## src/rtl/pyc_sync_mem_reader_pkg.sv

```systemverilog
// Shared definitions for the synchronous memory read initiator: read latency,
// credit-counter sizing and response-entry field layout.
package pyc_sync_mem_reader_pkg;

    // Cycles from mem_ren to valid mem_rdata.
    localparam int unsigned RdLatency = 1;

    // Response entry layout: data in the low bits, error flag just above it.
    localparam int unsigned RspDataOff = 0;

    function automatic int unsigned rsp_err_off(int unsigned data_width);
        return data_width;
    endfunction

    // Width able to hold 0..depth inclusive.
    function automatic int unsigned cred_width(int unsigned depth);
        return $clog2(depth + 1);
    endfunction

endpackage

```

## src/rtl/pyc_sync_mem_reader_if.sv

```systemverilog
// Request, response and memory-port signals of the read initiator.
interface pyc_sync_mem_reader_if #(
    parameter int unsigned ADDR_WIDTH = 64,
    parameter int unsigned DATA_WIDTH = 64
);
    logic                  req_valid;
    logic                  req_ready;
    logic [ADDR_WIDTH-1:0] req_addr;
    logic                  rsp_valid;
    logic                  rsp_ready;
    logic [DATA_WIDTH-1:0] rsp_data;
    logic                  rsp_err;
    logic                  mem_ren;
    logic [ADDR_WIDTH-1:0] mem_raddr;
    logic [DATA_WIDTH-1:0] mem_rdata;

    // Requester plus memory side.
    modport master (
        output req_valid, req_addr, rsp_ready, mem_rdata,
        input  req_ready, rsp_valid, rsp_data, rsp_err, mem_ren, mem_raddr
    );

    // The reader itself.
    modport slave (
        input  req_valid, req_addr, rsp_ready, mem_rdata,
        output req_ready, rsp_valid, rsp_data, rsp_err, mem_ren, mem_raddr
    );
endinterface

```

## src/rtl/pyc_rsp_fifo.sv

```systemverilog
// Response FIFO with registered head outputs and occupancy; pointers wrap at DEPTH,
// so non-power-of-two depths work. Storage is not reset.
module pyc_rsp_fifo
    import pyc_sync_mem_reader_pkg::*;
#(
    parameter int unsigned DEPTH = 2,
    parameter int unsigned WIDTH = 65
) (
    input  logic                          clk,
    input  logic                          rst,
    input  logic                          push,
    input  logic [WIDTH-1:0]              push_data,
    input  logic                          pop,
    output logic                          out_valid,
    output logic [WIDTH-1:0]              out_data,
    output logic [cred_width(DEPTH)-1:0]  occ
);
    localparam int unsigned CW = cred_width(DEPTH);
    localparam int unsigned IW = (DEPTH > 1) ? $clog2(DEPTH) : 1;

    typedef logic [CW-1:0] ptr_t;

    logic [WIDTH-1:0] store_q [2**IW];
    ptr_t             wr_ptr_q, wr_ptr_d;
    ptr_t             rd_ptr_q, rd_ptr_d;
    ptr_t             occ_q, occ_d;
    logic             valid_q, valid_d;
    logic [WIDTH-1:0] data_q, data_d;

    function automatic ptr_t ptr_inc(ptr_t p);
        return (p == ptr_t'(DEPTH - 1)) ? '0 : p + ptr_t'(1);
    endfunction

    always_comb begin
        wr_ptr_d = push ? ptr_inc(wr_ptr_q) : wr_ptr_q;
        rd_ptr_d = pop ? ptr_inc(rd_ptr_q) : rd_ptr_q;
        occ_d    = occ_q + ptr_t'(push) - ptr_t'(pop);
        valid_d  = (occ_d != '0);
        data_d   = data_q;
        // The new head is the incoming word when it lands on the read slot this edge.
        if (occ_d != '0) begin
            if (push && (wr_ptr_q == rd_ptr_d)) begin
                data_d = push_data;
            end else begin
                data_d = store_q[rd_ptr_d[IW-1:0]];
            end
        end
    end

    always_ff @(posedge clk) begin
        if (push) begin
            store_q[wr_ptr_q[IW-1:0]] <= push_data;
        end
    end

    always_ff @(posedge clk or posedge rst) begin
        if (rst) begin
            wr_ptr_q <= '0;
            rd_ptr_q <= '0;
            occ_q    <= '0;
            valid_q  <= 1'b0;
            data_q   <= '0;
        end else begin
            wr_ptr_q <= wr_ptr_d;
            rd_ptr_q <= rd_ptr_d;
            occ_q    <= occ_d;
            valid_q  <= valid_d;
            data_q   <= data_d;
        end
    end

    assign out_valid = valid_q;
    assign out_data  = data_q;
    assign occ       = occ_q;

endmodule

```

## src/rtl/pyc_sync_mem_reader.sv

```systemverilog
// Read initiator for a 1-cycle registered-read memory with credit-protected response FIFO.
// Optional range check enabled by defining PYC_MEM_RD_RANGE_CHECK_EN.
module pyc_sync_mem_reader
    import pyc_sync_mem_reader_pkg::*;
#(
    parameter int unsigned ADDR_WIDTH = 64,
    parameter int unsigned DATA_WIDTH = 64,
    parameter int unsigned DEPTH      = 1024,
    parameter int unsigned RSP_DEPTH  = 2
) (
    input logic                   clk,
    input logic                   rst,
    pyc_sync_mem_reader_if.slave  bus
);
    localparam int unsigned CW     = cred_width(RSP_DEPTH);
    localparam int unsigned CW1    = CW + 1;
    localparam int unsigned EW     = DATA_WIDTH + 1;
    localparam int unsigned ErrOff = rsp_err_off(DATA_WIDTH);

`ifdef PYC_MEM_RD_RANGE_CHECK_EN
    localparam bit RangeChk = 1'b1;
`else
    localparam bit RangeChk = 1'b0;
`endif

    logic          inflight_q;
    logic          inflight_err_q;
    logic [CW-1:0] occ;
    logic [CW1-1:0] used;
    logic          req_ready;
    logic          fire;
    logic          pop;
    logic          addr_err;
    logic          head_valid;
    logic [EW-1:0] head;
    logic [EW-1:0] push_entry;

    assign pop = head_valid && bus.rsp_ready;

    // Credits already spoken for, crediting back an entry leaving this cycle.
    assign used      = {1'b0, occ} + CW1'(inflight_q) - CW1'(pop);
    assign req_ready = !rst && (used < CW1'(RSP_DEPTH));
    assign fire      = bus.req_valid && req_ready;

    assign addr_err = RangeChk && (bus.req_addr >= ADDR_WIDTH'(DEPTH));

    assign bus.req_ready = req_ready;
    assign bus.mem_ren   = fire && !addr_err;
    assign bus.mem_raddr = bus.req_addr;

    always_ff @(posedge clk or posedge rst) begin
        if (rst) begin
            inflight_q     <= 1'b0;
            inflight_err_q <= 1'b0;
        end else begin
            inflight_q     <= fire;
            inflight_err_q <= fire && addr_err;
        end
    end

    always_comb begin
        push_entry = '0;
        push_entry[RspDataOff +: DATA_WIDTH] = inflight_err_q ? '0 : bus.mem_rdata;
        push_entry[ErrOff] = inflight_err_q;
    end

    pyc_rsp_fifo #(
        .DEPTH (RSP_DEPTH),
        .WIDTH (EW)
    ) u_rsp_fifo (
        .clk       (clk),
        .rst       (rst),
        .push      (inflight_q),
        .push_data (push_entry),
        .pop       (pop),
        .out_valid (head_valid),
        .out_data  (head),
        .occ       (occ)
    );

    assign bus.rsp_valid = head_valid;
    assign bus.rsp_data  = head[RspDataOff +: DATA_WIDTH];
    assign bus.rsp_err   = head[ErrOff];

endmodule
```

## src/flat_wrapper.sv

```systemverilog
// flat-port wrapper written by rule: the top's interface ports become plain ports
module pyc_sync_mem_reader_flat import pyc_sync_mem_reader_pkg::*;
#(
    parameter int unsigned ADDR_WIDTH = 64,
    parameter int unsigned DATA_WIDTH = 64,
    parameter int unsigned DEPTH      = 1024,
    parameter int unsigned RSP_DEPTH  = 2
)
  (clk, rst, bus_req_valid, bus_req_addr, bus_rsp_ready, bus_mem_rdata, bus_req_ready, bus_rsp_valid, bus_rsp_data, bus_rsp_err, bus_mem_ren, bus_mem_raddr);
  pyc_sync_mem_reader_if #(.ADDR_WIDTH(ADDR_WIDTH), .DATA_WIDTH(DATA_WIDTH)) bus_i ();
  input logic clk;
  input logic rst;
  input wire logic [$bits(bus_i.req_valid)-1:0] bus_req_valid;
  input wire logic [$bits(bus_i.req_addr)-1:0] bus_req_addr;
  input wire logic [$bits(bus_i.rsp_ready)-1:0] bus_rsp_ready;
  input wire logic [$bits(bus_i.mem_rdata)-1:0] bus_mem_rdata;
  output wire logic [$bits(bus_i.req_ready)-1:0] bus_req_ready;
  output wire logic [$bits(bus_i.rsp_valid)-1:0] bus_rsp_valid;
  output wire logic [$bits(bus_i.rsp_data)-1:0] bus_rsp_data;
  output wire logic [$bits(bus_i.rsp_err)-1:0] bus_rsp_err;
  output wire logic [$bits(bus_i.mem_ren)-1:0] bus_mem_ren;
  output wire logic [$bits(bus_i.mem_raddr)-1:0] bus_mem_raddr;
  assign bus_i.req_valid = bus_req_valid;
  assign bus_i.req_addr = bus_req_addr;
  assign bus_i.rsp_ready = bus_rsp_ready;
  assign bus_i.mem_rdata = bus_mem_rdata;
  assign bus_req_ready = bus_i.req_ready;
  assign bus_rsp_valid = bus_i.rsp_valid;
  assign bus_rsp_data = bus_i.rsp_data;
  assign bus_rsp_err = bus_i.rsp_err;
  assign bus_mem_ren = bus_i.mem_ren;
  assign bus_mem_raddr = bus_i.mem_raddr;
  pyc_sync_mem_reader #(.ADDR_WIDTH(ADDR_WIDTH), .DATA_WIDTH(DATA_WIDTH), .DEPTH(DEPTH), .RSP_DEPTH(RSP_DEPTH)) u_core (.clk(clk), .rst(rst), .bus(bus_i));
endmodule
```

## config.mk

```make
export PLATFORM = sky130hd
export DESIGN_NAME = pyc_sync_mem_reader_flat
export DESIGN_NICKNAME = d
export VERILOG_FILES = /design/src/rtl/pyc_sync_mem_reader_pkg.sv /design/src/rtl/pyc_sync_mem_reader_if.sv /design/src/rtl/pyc_rsp_fifo.sv /design/src/rtl/pyc_sync_mem_reader.sv /design/src/flat_wrapper.sv
export SDC_FILE = /design/constraint.sdc
export NUM_CORES = 1
export LEC_CHECK = 0
export ABC_AREA = 1
export BUFFER_PORTS_ARGS = -buffer_cell sky130_fd_sc_hd__buf_4
export CAP_MARGIN = 10
export CORE_AREA = 3 3 136 138
export CTS_CLUSTER_SIZE = 28
export DETAILED_ROUTE_END_ITERATION = 7
export DIE_AREA = 0 0 139 141
export PLACE_DENSITY = 0.85
export SLEW_MARGIN = 5
export SYNTH_ARGS = -nofsm -noshare
export SYNTH_HDL_FRONTEND = slang
export SYNTH_SLANG_ARGS = --single-unit
export TNS_END_PERCENT = 5
```

## constraint.sdc

```tcl
create_clock -name clk -period 11.7 [get_ports clk]
set_clock_uncertainty 0.15 [all_clocks]
set_input_delay 2.34 -clock clk [delete_from_list [all_inputs] [get_ports clk]]
set_output_delay 2.34 -clock clk [all_outputs]
set_load 0.02 [all_outputs]
```

==> results_dict.tcl <==
set metrics [dict create \
    status "finished, final reports clean" \
    synth_top_area_share_pct 40.5 \
    drc 0 \
    rsz0062_at_grt "false" \
    reg2reg_from "u_core.u_rsp_fifo.out_valid" \
    power_density_mw_per_mm2 292 \
    min_to "u_core.u_rsp_fifo.out_data[41]" \
    rr_endpoint "u_core.u_rsp_fifo.out_data[34]" \
    dp.final_hpwl_mm 12.7 \
    final_cells 1215 \
    post-route-period-util_pct 58.3 \
    area_growth_pct 11.5 \
    reg2reg_depth 11 \
    numClockSinks 200 \
    reg2reg_setup_slack_ns 8.50 \
    yosysTopAreaCell "edfxtp_1" \
    post_synth_instance_area_mm2 0.00950 \
    post_cts_buffers 0 \
    ys_seq_area_share_pct 59.4 \
    p_seq_share_pct 34.5 \
    boundaryPins 264 \
    start_util_pct 54.9 \
    dr.pass1.iters 4 \
    via_per_inst 5.13 \
    async_reset_ff_share_pct 36.0 \
    grtUsageTotal_pct 21.6 \
    path_clk_slew_ns 0.07 \
    clockBufferDepth 2 \
    grt_pass1_vias 6323 \
    cap_viol_max_count 0 \
    worst_ir_drop_vdd_mv 0.411 \
    arrival_ns 4.33 \
    critical_path_class "input pin to output port" \
    p_int_uw 1780 \
    diodes 0 \
    relSlewSlack_pct 23.4 \
    antenna_found_initial 0 \
    std_cell_rows 48 \
    place.gp.congestion 0.728 \
    cts_made_buffers 17 \
    total_power_uw 3090 \
    postSynthCellCount 929 \
    routed_wl_mm 21.2 \
    dp.cells 1183 \
    fmaxAchievable_mhz 147 \
    cts-root-buf "clkbuf_16" \
    hold_buffers 0 \
    hold_path_startpoint "u_core.u_rsp_fifo.out_data[41]" \
    finish.net_count 1112 \
    drive_above_1_share_pct 24.8 \
    crit_fanout 3 \
    finalHoldViolations 0 \
    grt_first_pass_wirelength_mm 33.4 \
    cp.required_ns 9.21 \
    power.static_leakage_uw 0.00483 \
    tightestPinTransition_ns 1.15 \
    setup_viol 0 \
    die-area_mm2 0.0196 \
    yosys_register_bits 200 \
    syn_nets 1064 \
    yosysUniqueCellTypes 24 \
    drt-initial-drc-count 499 \
    swShare_pct 42.6 \
    grt_overflow 0 \
    portBuffers 134 \
    die_x_um 139 \
    wl_per_cell_um 17.4 \
    synth_enable_flop_cells 128 \
    place_area_mm2 0.00996 \
    switchingPower_uw 1320 \
    synthTopCellsByArea "edfxtp_1 40%, dfrtp_1 19%, nand2_1 10%" \
    finish.instance_area_mm2 0.0106 \
    hold_depth 2 \
    p_comb_share_pct 45.2 \
    synth_warnings 0 \
    synth.avg_cell_area_um2 10.2 \
    endpoint_kind "output port" \
    grt_start_max_net_pins 130 \
    ant_nets 0 \
    coreArea_mm2 0.0173 \
    startpoint_type "input pin" \
    period_minus_slack_ns 6.82 \
    synth.most_common_cell "nand2_1" \
    hold_class "flip-flop to flip-flop" \
    pwr-share-clk_pct 20.3 \
    synth_common_cells "261 x nand2_1, 141 x inv_1, 128 x edfxtp_1" \
    ys.flop_type "edfxtp_1" \
    cts_max_level 4 \
    clock_latency_ns 0.43 \
    die_h_um 141 \
    cts_tree "built" \
    tns_ns 0 \
    vias 6235 \
    cts_resized 0 \
    slew_viol_final 0 \
]
[layer usage]
metal | up-vias | track usage (%) | wire length [um]
met4 | 0 | 8.70 | 702
met1 | 2952 | 25.6 | 8090
met5 | - | 0 | 0
met3 | 70 | 5.80 | 1650
met2 | 238 | 37.5 | 10800
li1 | 2975 | - | -
[cell families (layout without fill, tap and decap cells)]
kind of cell               Yosys count  count (layout)  share of synthesized area (%)
AOI/OAI and AO/OA                   66              66                           3.56
xor gates and xnor gates             1               1                         0.0922
adders and majority gates            3               3                          0.474
buffers and inverters              255             316                           15.2
DFF                                200             200                           59.4
other                                1               1                         0.0395
and+or+nand+nor                    403             403                           21.2
[stage by stage]
stage	util [%]	worst slack, ns	hold slack, ns
finish	61.2	4.88	0.334
CTS	61.2	4.87	0.336
global placement	57.6	4.93	0.315
detailed placement	57.6	4.87	0.319
floorplan	-	4.97	0.328
global route	61.2	4.74	0.363
[cell type report]
type,instances,area (um2)
flip-flops and latches,200,5650
well taps,225,282
clock buffers,18,439
inverters,142,536
repair buffers,142,1070
fillers,1392,6710
multi-input cells,474,2430
clock inverters,14,195
[cells in the final DEF (no fill, tap or decap)]
cell type / count
a211o_1: 1
a21oi_2: 1
buf_4: 142
bufinv_16: 4
clkbuf_16: 17
clkbuf_8: 1
clkinv_1: 2
clkinv_2: 2
clkinv_4: 1
clkinvlp_4: 4
conb_1: 1
dfrtp_1: 72
edfxtp_1: 128
fa_1: 1
ha_1: 2
inv_1: 138
inv_2: 2
inv_6: 2
inv_8: 1
nand2_1: 261
nand2_2: 2
nand2_4: 2
nand3_1: 69
nand3_2: 62
nor2_1: 3
nor2_4: 3
nor3b_1: 1
o21ai_0: 64
xor2_1: 1
[power by group through the flow]
stage / clock [uW] / sequential, uW / combinational [uW]
after global placement: 0 / 1080 / 1360
after detailed placement: 0 / 1080 / 1410
after global routing: 662 / 1090 / 1560
after floorplan: 0 / 1200 / 928
after CTS: 634 / 1070 / 1410
final: 628 / 1070 / 1400
[state kept, by name (all words and copies together) (netlist names)]
name,cells
u_core.u_rsp_fifo.rd_ptr_q,2
u_core.inflight_q,1
u_core.u_rsp_fifo.out_data,64
u_core.u_rsp_fifo.out_valid,1
u_core.u_rsp_fifo.store_q,128
u_core.u_rsp_fifo.wr_ptr_q,2
u_core.u_rsp_fifo.occ,2
[worst max-delay path by stage]
stage	from	to	depth (start not counted)
finish	bus_rsp_ready	bus_mem_ren	10
global route	bus_rsp_ready	bus_mem_ren	10
CTS	bus_rsp_ready	bus_mem_ren	10
detailed placement	bus_rsp_ready	bus_mem_ren	10
global placement	bus_rsp_ready	bus_mem_ren	10
floorplan	bus_rsp_ready	bus_mem_ren	8
[critical path: stages]
cell     delay, ns
buf_4         0.12
nand2_1       0.08
inv_1         0.05
ha_1          0.26
inv_1         0.04
ha_1          0.19
fa_1          0.52
a211o_1       0.31
nor3b_1       0.24
buf_4         0.19
(Power assumes the default switching activity.)
